[src/rtl/ldm_stm_seq_if.sv]
// ---------------------------------------------------------------------------
// ldm_stm_seq_if
// Bundles the decoded LDM/STM instruction, the register-file ports, the
// memory handshake and the PC-load/stall/done status of the block-transfer
// sequencer.
//   master : the sequencer (drives rf_*, mem_*, pc_*, busy, done)
//   slave  : decoder / register file / memory side (drives start, bits, data)
// ---------------------------------------------------------------------------
interface ldm_stm_seq_if #(
  parameter int unsigned AW = 32
);
  // decoded instruction
  logic          start;
  logic          l_bit;
  logic          p_bit;
  logic          u_bit;
  logic          w_bit;
  logic [3:0]    rn;
  logic [AW-1:0] base;
  logic [15:0]   reglist;
  // register file
  logic [AW-1:0] rf_rd2;
  logic [3:0]    rf_a2;
  logic [3:0]    rf_a3;
  logic [AW-1:0] rf_wd3;
  logic          rf_we3;
  // memory
  logic          mem_req;
  logic          mem_we;
  logic [AW-1:0] mem_addr;
  logic [AW-1:0] mem_wdata;
  logic          mem_ready;
  logic [AW-1:0] mem_rdata;
  // status
  logic          pc_load;
  logic [AW-1:0] pc_value;
  logic          busy;
  logic          done;

  modport master (
    input  start, l_bit, p_bit, u_bit, w_bit, rn, base, reglist,
    input  rf_rd2, mem_ready, mem_rdata,
    output rf_a2, rf_a3, rf_wd3, rf_we3,
    output mem_req, mem_we, mem_addr, mem_wdata,
    output pc_load, pc_value, busy, done
  );

  modport slave (
    output start, l_bit, p_bit, u_bit, w_bit, rn, base, reglist,
    output rf_rd2, mem_ready, mem_rdata,
    input  rf_a2, rf_a3, rf_wd3, rf_we3,
    input  mem_req, mem_we, mem_addr, mem_wdata,
    input  pc_load, pc_value, busy, done
  );
endinterface

[src/rtl/ldm_stm_seq.sv]
// ---------------------------------------------------------------------------
// ldm_stm_seq
// Multi-cycle sequencer for ARM LDM/STM block transfers. Walks the register
// list lowest index first, one word per accepted memory handshake, then does
// the optional base writeback and pulses done. busy stalls the datapath.
//
// Ports:
//   clk    : clock, all state changes on the rising edge
//   reset  : synchronous, active-high
//   bus    : ldm_stm_seq_if.master (instruction in, register file A2/A3/WD3/
//            WE3 and RD2, memory req/we/addr/wdata/ready/rdata, pc_load,
//            pc_value, busy, done)
//
// Optional feature macro: LDM_STM_PC_LOAD_EN
//   defined   : LDM of R15 performs the access and reports it via pc_load
//   undefined : R15 is dropped from LDM lists, pc_load/pc_value tied to 0
// ---------------------------------------------------------------------------
module ldm_stm_seq #(
  parameter int unsigned AW = 32
) (
  input  logic         clk,
  input  logic         reset,
  ldm_stm_seq_if.master bus
);

  typedef enum logic [1:0] {
    S_IDLE = 2'd0,
    S_XFER = 2'd1,
    S_WB   = 2'd2,
    S_DONE = 2'd3
  } state_t;

  state_t        r_state;
  logic [15:0]   r_list;     // registers still to transfer
  logic          r_l;        // 1 = load
  logic          r_wb_en;    // writeback pending at end of list
  logic [3:0]    r_rn;
  logic [AW-1:0] r_addr;     // address of the current word
  logic [AW-1:0] r_wb_val;   // final base value, computed at start

  logic [15:0]   w_list_eff;
  logic [4:0]    w_n;
  logic [AW-1:0] w_span;
  logic [AW-1:0] w_start_addr;
  logic [AW-1:0] w_wb_val;
  logic          w_wb_en;
  logic [3:0]    w_idx;
  logic [15:0]   w_list_next;
  logic          w_xfer;
  logic          w_hs;
  logic          w_ld_hs;

  function automatic logic [4:0] popcount16(input logic [15:0] v);
    logic [4:0] c;
    c = '0;
    for (int i = 0; i < 16; i++) c = c + 5'(v[i]);
    return c;
  endfunction

  // Register list as it will be walked; R15 only survives for LDM when the
  // PC-load path exists.
  always_comb begin
`ifdef LDM_STM_PC_LOAD_EN
    w_list_eff = bus.reglist;
`else
    w_list_eff = bus.l_bit ? {1'b0, bus.reglist[14:0]} : bus.reglist;
`endif
  end

  // Start address and writeback value; every mode walks addresses upward.
  always_comb begin
    w_n    = popcount16(w_list_eff);
    w_span = AW'(w_n) << 2;
    unique case ({bus.p_bit, bus.u_bit})
      2'b01:   w_start_addr = bus.base;                      // IA
      2'b11:   w_start_addr = bus.base + AW'(4);             // IB
      2'b00:   w_start_addr = bus.base - w_span + AW'(4);    // DA
      default: w_start_addr = bus.base - w_span;             // DB
    endcase
    w_wb_val = bus.u_bit ? (bus.base + w_span) : (bus.base - w_span);
    // Loaded base wins over writeback; R15 is never written via A3.
    w_wb_en  = bus.w_bit & ~(bus.l_bit & bus.reglist[bus.rn]) & (bus.rn != 4'd15);
  end

  // Lowest set index of the remaining list.
  always_comb begin
    w_idx = '0;
    for (int i = 15; i >= 0; i--) begin
      if (r_list[i]) w_idx = 4'(i);
    end
  end

  assign w_list_next = r_list & (r_list - 16'd1);
  assign w_xfer      = (r_state == S_XFER) & ~reset;
  assign w_hs        = w_xfer & bus.mem_ready;
  assign w_ld_hs     = w_hs & r_l;

  // Sequencer state and latched transfer context.
  always_ff @(posedge clk) begin
    if (reset) begin
      r_state  <= S_IDLE;
      r_list   <= '0;
      r_l      <= 1'b0;
      r_wb_en  <= 1'b0;
      r_rn     <= '0;
      r_addr   <= '0;
      r_wb_val <= '0;
    end else begin
      case (r_state)
        S_IDLE: begin
          if (bus.start) begin
            r_list   <= w_list_eff;
            r_l      <= bus.l_bit;
            r_wb_en  <= w_wb_en;
            r_rn     <= bus.rn;
            r_addr   <= w_start_addr;
            r_wb_val <= w_wb_val;
            r_state  <= (w_n == 5'd0) ? S_DONE : S_XFER;
          end
        end
        S_XFER: begin
          if (w_hs) begin
            r_list <= w_list_next;
            r_addr <= r_addr + AW'(4);
            if (w_list_next == 16'd0) r_state <= r_wb_en ? S_WB : S_DONE;
          end
        end
        S_WB:    r_state <= S_DONE;
        S_DONE:  r_state <= S_IDLE;
        default: r_state <= S_IDLE;
      endcase
    end
  end

  // Memory side: address/index held by registers until the handshake.
  assign bus.mem_req   = w_xfer;
  assign bus.mem_we    = w_xfer & ~r_l;
  assign bus.mem_addr  = {r_addr[AW-1:2], 2'b00};
  assign bus.mem_wdata = bus.rf_rd2;
  assign bus.rf_a2     = w_idx;

  // Register-file write port: loaded word in the handshake cycle, or base
  // writeback in the WB cycle.
  assign bus.rf_we3 = (w_ld_hs & (w_idx != 4'd15)) | ((r_state == S_WB) & ~reset);
  assign bus.rf_a3  = (r_state == S_WB) ? r_rn : w_idx;
  assign bus.rf_wd3 = (r_state == S_WB) ? r_wb_val : bus.mem_rdata;

`ifdef LDM_STM_PC_LOAD_EN
  assign bus.pc_load  = w_ld_hs & (w_idx == 4'd15);
  assign bus.pc_value = {bus.mem_rdata[AW-1:2], 2'b00};
`else
  assign bus.pc_load  = 1'b0;
  assign bus.pc_value = '0;
`endif

  assign bus.busy = ~reset & (bus.start | (r_state != S_IDLE));
  assign bus.done = ~reset & (r_state == S_DONE);

endmodule

[src/flat_wrapper.sv]
// flat-port wrapper written by rule: the top's interface ports become plain ports
module ldm_stm_seq_flat 
#(
  parameter int unsigned AW = 32
)
  (clk, reset, bus_start, bus_l_bit, bus_p_bit, bus_u_bit, bus_w_bit, bus_rn, bus_base, bus_reglist, bus_rf_rd2, bus_mem_ready, bus_mem_rdata, bus_rf_a2, bus_rf_a3, bus_rf_wd3, bus_rf_we3, bus_mem_req, bus_mem_we, bus_mem_addr, bus_mem_wdata, bus_pc_load, bus_pc_value, bus_busy, bus_done);
  ldm_stm_seq_if #(.AW(AW)) bus_i ();
  input  logic clk;
  input  logic reset;
  input wire logic [$bits(bus_i.start)-1:0] bus_start;
  input wire logic [$bits(bus_i.l_bit)-1:0] bus_l_bit;
  input wire logic [$bits(bus_i.p_bit)-1:0] bus_p_bit;
  input wire logic [$bits(bus_i.u_bit)-1:0] bus_u_bit;
  input wire logic [$bits(bus_i.w_bit)-1:0] bus_w_bit;
  input wire logic [$bits(bus_i.rn)-1:0] bus_rn;
  input wire logic [$bits(bus_i.base)-1:0] bus_base;
  input wire logic [$bits(bus_i.reglist)-1:0] bus_reglist;
  input wire logic [$bits(bus_i.rf_rd2)-1:0] bus_rf_rd2;
  input wire logic [$bits(bus_i.mem_ready)-1:0] bus_mem_ready;
  input wire logic [$bits(bus_i.mem_rdata)-1:0] bus_mem_rdata;
  output wire logic [$bits(bus_i.rf_a2)-1:0] bus_rf_a2;
  output wire logic [$bits(bus_i.rf_a3)-1:0] bus_rf_a3;
  output wire logic [$bits(bus_i.rf_wd3)-1:0] bus_rf_wd3;
  output wire logic [$bits(bus_i.rf_we3)-1:0] bus_rf_we3;
  output wire logic [$bits(bus_i.mem_req)-1:0] bus_mem_req;
  output wire logic [$bits(bus_i.mem_we)-1:0] bus_mem_we;
  output wire logic [$bits(bus_i.mem_addr)-1:0] bus_mem_addr;
  output wire logic [$bits(bus_i.mem_wdata)-1:0] bus_mem_wdata;
  output wire logic [$bits(bus_i.pc_load)-1:0] bus_pc_load;
  output wire logic [$bits(bus_i.pc_value)-1:0] bus_pc_value;
  output wire logic [$bits(bus_i.busy)-1:0] bus_busy;
  output wire logic [$bits(bus_i.done)-1:0] bus_done;
  assign bus_i.start = bus_start;
  assign bus_i.l_bit = bus_l_bit;
  assign bus_i.p_bit = bus_p_bit;
  assign bus_i.u_bit = bus_u_bit;
  assign bus_i.w_bit = bus_w_bit;
  assign bus_i.rn = bus_rn;
  assign bus_i.base = bus_base;
  assign bus_i.reglist = bus_reglist;
  assign bus_i.rf_rd2 = bus_rf_rd2;
  assign bus_i.mem_ready = bus_mem_ready;
  assign bus_i.mem_rdata = bus_mem_rdata;
  assign bus_rf_a2 = bus_i.rf_a2;
  assign bus_rf_a3 = bus_i.rf_a3;
  assign bus_rf_wd3 = bus_i.rf_wd3;
  assign bus_rf_we3 = bus_i.rf_we3;
  assign bus_mem_req = bus_i.mem_req;
  assign bus_mem_we = bus_i.mem_we;
  assign bus_mem_addr = bus_i.mem_addr;
  assign bus_mem_wdata = bus_i.mem_wdata;
  assign bus_pc_load = bus_i.pc_load;
  assign bus_pc_value = bus_i.pc_value;
  assign bus_busy = bus_i.busy;
  assign bus_done = bus_i.done;
  ldm_stm_seq #(.AW(AW)) u_core (.clk(clk), .reset(reset), .bus(bus_i));
endmodule
[config.mk]
export PLATFORM = sky130hd
export DESIGN_NAME = ldm_stm_seq_flat
export DESIGN_NICKNAME = d
export VERILOG_FILES = /design/src/rtl/ldm_stm_seq_if.sv /design/src/rtl/ldm_stm_seq.sv /design/src/flat_wrapper.sv
export SDC_FILE = /design/constraint.sdc
export NUM_CORES = 1
export LEC_CHECK = 0
export ABC_AREA = 1
export CAP_MARGIN = 20
export CORE_MARGIN = 1
export CORE_UTILIZATION = 51
export CTS_CLUSTER_DIAMETER = 40
export DETAILED_ROUTE_END_ITERATION = 12
export GPL_ROUTABILITY_DRIVEN = 0
export PLACE_DENSITY = 0.82
export SYNTH_ARGS = -nofsm -noshare
export SYNTH_HDL_FRONTEND = slang
export SYNTH_SLANG_ARGS = --single-unit
export TNS_END_PERCENT = 5
[constraint.sdc]
create_clock -name clk -period 8.4 [get_ports clk]
set_clock_uncertainty 0.05 [all_clocks]
set_input_delay 1.68 -clock clk [delete_from_list [all_inputs] [get_ports clk]]
set_output_delay 1.68 -clock clk [all_outputs]
set_load 0.1 [all_outputs]
Yosys cells after proc, flatten, opt, wreduce, memory -nomap -nowiden
Index checks and enable logic that the tools add are counted.
{"block": "word_totals", "regBits": 88, "in_bits": 124, "wordCells": 100, "output_inout_bits": 142}
{"block": "classes", "eq_ne": 10, "magnitude_cmp": 1, "bitwise_logic": 17, "n_addsub": 21, "reduce_logical": 9, "mux": 35}
{"op": "32-bit 2-to-1 mux", "n": 4}
{"op": "32-bit by 3-bit adder with 32-bit output, second input constant", "n": 3}
{"op": "32-bit case mux with 3 select lines", "n": 1}
{"op": "5-bit by 1-bit adder with 5-bit output", "n": 14}
{"op": "4-bit 2-to-1 mux", "n": 17}
{"op": "32-bit case mux with 2 select lines", "n": 1}
{"op": "16-bit 2-to-1 mux", "n": 3}
{"op": "32-bit by 7-bit adder with 32-bit output", "n": 1}
{"op": "16-bit case mux with 2 select lines", "n": 1}
{"op": "32-bit by 7-bit subtractor with 32-bit output", "n": 1}
{"op": "16-bit AND", "n": 1}
{"op": "16-bit logical NOT", "n": 1}
{"op": "16-bit by 1-bit subtractor with 16-bit output, second input constant", "n": 1}
{"op": "1-bit AND", "n": 11}
{"op": "2-bit 2-to-1 mux", "n": 4}
{"op": "4-bit != test, second input constant", "n": 2}
{"op": "2-bit case mux with 4 select lines", "n": 1}
{"op": "2-bit == test, second input constant", "n": 3}
{"op": "3-bit AND reduction", "n": 2}
{"op": "5-bit logical NOT", "n": 1}
{"op": "4-bit by 5-bit less-than comparator with 1-bit output, second input constant", "n": 1}
{"op": "1-bit binary-select mux with 4-bit select", "n": 1}
{"op": "2-bit by 1-bit == test with 1-bit output, second input constant", "n": 2}
{"op": "2-bit logical NOT", "n": 2}
{"op": "8 further kinds", "n": 14}

Logic depth before layout (Yosys ltp)
{"block": "logic_depth", "ltp_word": 21, "ltp_mapped": 36, "ltp_nobuf": 35}

Worst setup path after synthesis
Ideal clock, no wire load.
{"block": "synth_timing", "path_type": "in2reg", "start": "input port bus_reglist[0]", "end": "register u_core.r_addr[26]", "path_buffers": 0, "t_arrival_ns": 6.957, "required_time_ns": 8.281, "path_slack_ns": 1.325, "setup_ns": 0.069, "stages": 25, "cell_sequence": "ha_1 > inv_1 > fa_1 > fa_1 > fa_1 > fa_1 > fa_1 > fa_1 > inv_1 > fa_1 > o21ai_2 > ha_1 > a21boi_2 > nand3_1 > nor2_4 > nand3_2 > nor2_4 > nand3_4 > nor2_4 > nand2_1 > nand2_1 > nand3_1 > nand2_1 > nand2_1 > a21oi_2"}
{"block": "synth_via", "elab_chain_len": 21}
{"item": "start, declared", "line": "flat_wrapper.sv:17", "rtl": "input wire logic [$bits(bus_i.reglist)-1:0] bus_reglist;"}
{"item": "16-bit 2-to-1 mux *", "line": "ldm_stm_seq.sv:66", "rtl": "w_list_eff = bus.l_bit ? {1'b0, bus.reglist[14:0]} : bus.reglist;"}
{"item": "1-bit by 1-bit adder with 2-bit output *", "line": "ldm_stm_seq.sv:56", "rtl": "for (int i = 0; i < 16; i++) c = c + 5'(v[i]);"}
{"item": "5-bit by 1-bit adder with 5-bit output * (14 in series)", "line": "ldm_stm_seq.sv:56"}
{"item": "32-bit by 7-bit subtractor with 32-bit output *", "line": "ldm_stm_seq.sv:77, ldm_stm_seq.sv:78"}
{"item": "32-bit by 3-bit adder with 32-bit output", "line": "ldm_stm_seq.sv:77", "rtl": "2'b00: w_start_addr = bus.base - w_span + AW'(4);"}
{"item": "32-bit case mux with 3 select lines *", "line": "ldm_stm_seq.sv:74", "rtl": "unique case ({bus.p_bit, bus.u_bit})"}
{"item": "32-bit 2-to-1 mux *", "line": "ldm_stm_seq.sv:111", "rtl": "if (bus.start) begin"}
{"item": "32-bit case mux with 2 select lines *", "line": "ldm_stm_seq.sv:109", "rtl": "case (r_state)"}
{"item": "end signal, assigned", "line": "ldm_stm_seq.sv:116", "rtl": "r_addr <= w_start_addr;"}
{"item": "end signal, assigned", "line": "ldm_stm_seq.sv:124", "rtl": "r_addr <= r_addr + AW'(4);"}
{"item": "end, declared", "line": "ldm_stm_seq.sv:38", "rtl": "logic [AW-1:0] r_addr;"}
Every way passes the cells marked *; elsewhere a longest branch is shown, timed or not. The select of a mux whose other input is x is not followed.
A chain may end at the register's enable or synchronous reset.

Final worst setup path
{"block": "layout_timing", "start": "input port bus_reglist[1]", "end": "register u_core.r_addr[31]"}
The elaborated chain is that of the path after synthesis.

==> results <==
- The flow ran to the end, and the final reports show no timing, DRC or antenna violations.
- The kind of cell adding the most delay to the critical path is adder cells.
- The clock net in this run drives a total of 86 sinks.
- The final global-route overflow total is 0.
- The number of violations of the max-capacitance limit is 0.
- The mapped netlist covers 10600 um^2.
- The cell count of the worst hold path is 2.
- After synthesis, the share of flip-flops with an asynchronous set or reset is 0%.
- The sum of buffers and inverters on the critical path is 3.
- Buffers placed on the I/O ports in this run total 166.
- Summed over its instances, the top area cell type makes up 18.2% of the synthesized netlist area.
- The count of flip-flops with a built-in enable after synthesis is 0.
- The dominant cell type by area after synthesis is sky130_fd_sc_hd__nand2_1.
- The share of total power in combinational logic is 75.6%.
- The clock transition at the registers of the reported paths is 0.07 ns.
- The sum of net half-perimeters after detailed placement is roughly 27000 um.
- Setup violations remaining at the end of the flow were counted as 0.
- The share of the Yosys chip area taken by registers is approximately 16%.
- TritonCTS built the clock tree.
- The worst hold path endpoint is u_core.r_wb_val[3].
- Based on the critical path, the design can be clocked at up to 125 MHz.
- The static power due to leakage is 5.46 nW.
- The cell that appears most often on the critical path is sky130_fd_sc_hd__nand2_1.
- The floorplan die height is around 150 um.
- The clock network is responsible for 8.8% of the overall power.
- The kind of start point of the critical path is an input port.
- After clock tree synthesis, the flow added hold-fix buffers numbering 0.
- Along the worst path, the maximum fanout reaches 13.
- The total iterations of the first detailed-routing run is 7.
- The max-slew violation count is 0.
- At the end of the flow the core is filled with cells to around three fifths.
- The number of cell instances on the worst register-to-register path is 13.
- The maximum number of buffers from clock root to sink is 2.
- The highest-delay cell along the critical path is sky130_fd_sc_hd__fa_1.
- The number of clock buffers added by TritonCTS is 9.
- The count of unique library cells instantiated by Yosys is 54.
- The category of the most critical setup path is input port to flop.
- The detailed router's first-iteration violation count is 1487.
- In the synthesized netlist the dominant register cell turns out to be sky130_fd_sc_hd__dfxtp_1.
- The number of antenna diodes in the final layout is 0.
- The number of fillers in the final layout is 1970.
- The number of placement rows is 52.
- The critical path data required time is about 8.6 ns.
- The arrival time of the worst setup path is 8.22 ns.
- The floorplan die width is 146 um.
- The clock period could shrink to 7.99 ns.
- The element type at the critical path end is a flop.
- The remaining max-slew budget at the tightest pin is between 20% and 30%.
- The setup slack on the worst flop-to-flop path is 4.50 ns.
- For the worst-skew pair, the clock arrives at the later sink with an insertion delay of 0.36 ns.
- The layout overhead on the synthesized area is 15.7%.
- The placed instances occupy a cell area of 11900 um^2.
- The cell internal power dissipation is 1.65 mW.
- The worst hold path begins at u_core.r_wb_val[3].
- After layout, the worst path uses 95.1% of the clock period.
- The critical register-to-register path startpoint is u_core.r_state[1].
- The synthesized area divided by synthesized cell count is 5.86 um^2.
- Sequential cells burn 15.5% of the power.
- The routed layout has 12490 vias.
- After detailed routing, the total wire length is about 36000 um.
- The root buffer cell chosen for the clock tree is sky130_fd_sc_hd__clkbuf_16.
- The instance count of the mapped netlist is 1814.
- The H-tree depth is 3.
- Setup repair after global routing left no endpoint under its margin.
- The number of antenna violations at the first check in global routing is 0.
- In this run the power spent charging and discharging nets is approximately 2.9 mW.
- The core area is roughly 20000 um^2.
- The die covers 21400 um^2.
- The switching power as a share of total power is 63.8%.
- The total of warnings raised by yosys is 0.
- For this run, the slowest stage of the critical path takes 0.54 ns.
- The number of nets still failing antenna checks after routing is 0.
- The via count of the first global-routing pass is 11576.
- The worst hold path belongs to the class flop to flop.
- The total negative setup slack is 0 ns.
- Power spread over the standard cell area amounts to 370 nW/um^2.
- At the pin with the least slew margin, the transition time is around 1.1 ns.
- IR analysis of the VDD net gives a maximum drop of 0.210 mV.
- The initial utilization of the core area, before any placement, comes to 52.3%.
- The finished cells cover 12300 um^2.
- The wire length per cell after detailed routing is 16.6 um.
- The number of buffers added for setup after CTS is 0.
- After detailed routing, the number of vias per cell comes to slightly below 6.
- The proportion of layout cells with a drive suffix above 1 is 8.74%.
- The number of remaining DRC errors is 0.
- Yosys attributes the largest share of cell area to sky130_fd_sc_hd__nand2_1, sky130_fd_sc_hd__dfxtp_1, sky130_fd_sc_hd__a21oi_1.
- The count of nets after finishing is 2044.
- The destination of the worst register-to-register timing path is u_core.r_addr[30].
- The total global routing track utilization is about 33%.
- Entering global routing, the biggest net connects 52 pins.
- The first global-routing pass estimated between 50000 and 60000 um of wire.
- The number of failing hold endpoints at the final stage came to 0.
- The number of gates given a new drive strength after cts is 0.
- Synthesis inferred 86 register bits.
- around 270 I/O pins were placed.
[per-stage QoR]
stage          total power [mW]  hold WS [ns]  cells  setup slack, ns
6_report                   4.55         0.418   2158            0.410
5_1_grt                    4.83         0.436   2158           0.0793
4_1_cts                    4.49         0.416   2156            0.507
3_5_place_dp               4.07         0.406   2140            0.139
3_3_place_gp               4.02         0.406   2140            0.234
2_1_floorplan              3.40         0.396   1848             1.32
[worst max path at each step]
stage	start	endpoint	slack (ns)	depth (start not counted)
global placement	bus_reglist[0]	u_core.r_addr[31]	0.23	30
finish	bus_reglist[1]	u_core.r_addr[31]	0.41	30
detailed placement	bus_reglist[0]	u_core.r_addr[31]	0.14	30
global route	bus_reglist[1]	u_core.r_addr[31]	0.08	30
floorplan	bus_reglist[0]	u_core.r_addr[26]	1.32	25
CTS	bus_reglist[0]	u_core.r_addr[31]	0.51	30
[worst min-delay path: stages (launching register included)]
cell and delay, ns:
sky130_fd_sc_hd__dfxtp_1 0.31, sky130_fd_sc_hd__nand2_1 0.06, sky130_fd_sc_hd__a21oi_1 0.05
[power by group through the flow]
| stage | clock (mW) | combinational (mW) | sequential (mW) |
|---|---|---|---|
| after floorplan | 0 | 2.27 | 1.14 |
| after global placement | 0 | 3.31 | 0.708 |
| after detailed placement | 0 | 3.36 | 0.712 |
| after CTS | 0.405 | 3.38 | 0.705 |
| after global routing | 0.423 | 3.68 | 0.730 |
| final | 0.401 | 3.44 | 0.708 |
[flip-flops by register name (all words and copies together), names as in the netlist]
name / cells
u_core.r_addr: 30
u_core.r_l: 1
u_core.r_list: 16
u_core.r_rn: 4
u_core.r_state: 2
u_core.r_wb_en: 1
u_core.r_wb_val: 32
[layer usage]
| metal | share of wire [%] | vias to the layer above | global-route usage, % | routed length (um) |
|---|---|---|---|---|
| li1 | - | 6001 | - | - |
| met1 | 40 | 5569 | 41.0 | 14300 |
| met2 | 45 | 761 | 54.0 | 16200 |
| met3 | 9.2 | 159 | 5.00 | 3280 |
| met4 | 5.5 | 0 | 20.2 | 1990 |
| met5 | 0 | - | 0 | 0 |
[kinds of logic after synthesis]
logic type / share of synthesized area, %
simple gates: 41.9
flops: 16.2
other cells: 0.0353
xor+xnor: 1.48
buf+inv: 15.3
compound gates: 19.8
fa+ha+maj: 5.21
[layout make-up]
| class | instances | area (um^2) | share of cell area [%] |
|---|---|---|---|
| Multi-Input combinational cell | 1415 | 7400 | 60.2 |
| Tap cell | 270 | 338 | 2.75 |
| Clock inverter | 7 | 67.6 | 0.550 |
| Sequential cell | 86 | 1720 | 14.0 |
| Clock buffer | 9 | 225 | 1.83 |
| Inverter | 187 | 703 | 5.72 |
| Timing Repair Buffer | 184 | 1840 | 14.9 |
[synthesized netlist by cell type, drive strengths merged, types with 10 or more instances]
| cell | n |
|---|---|
| a31oi | 20 |
| xor2 | 16 |
| nand4 | 34 |
| a21oi | 164 |
| o21ai | 114 |
| ha | 25 |
| nor2 | 174 |
| buf | 94 |
| nor3 | 21 |
| a221oi | 10 |
| dfxtp | 86 |
| nand3 | 155 |
| inv | 184 |
| nand2 | 554 |
| fa | 12 |
| nor4 | 12 |
| clkbuf | 66 |
| o211ai | 30 |
[cell usage in the layout, fill, tap and decap left out, types with 35 or more instances in the layout]
cell                                n
sky130_fd_sc_hd__nand3_1          141
sky130_fd_sc_hd__inv_1            173
sky130_fd_sc_hd__dfxtp_1           86
sky130_fd_sc_hd__clkdlybuf4s50_1  166
sky130_fd_sc_hd__nor2_1           134
sky130_fd_sc_hd__nand2_1          514
sky130_fd_sc_hd__conb_1            35
sky130_fd_sc_hd__o21ai_0          101
sky130_fd_sc_hd__a21oi_1          154
No activity file was read; power rests on OpenSTA's default activity.
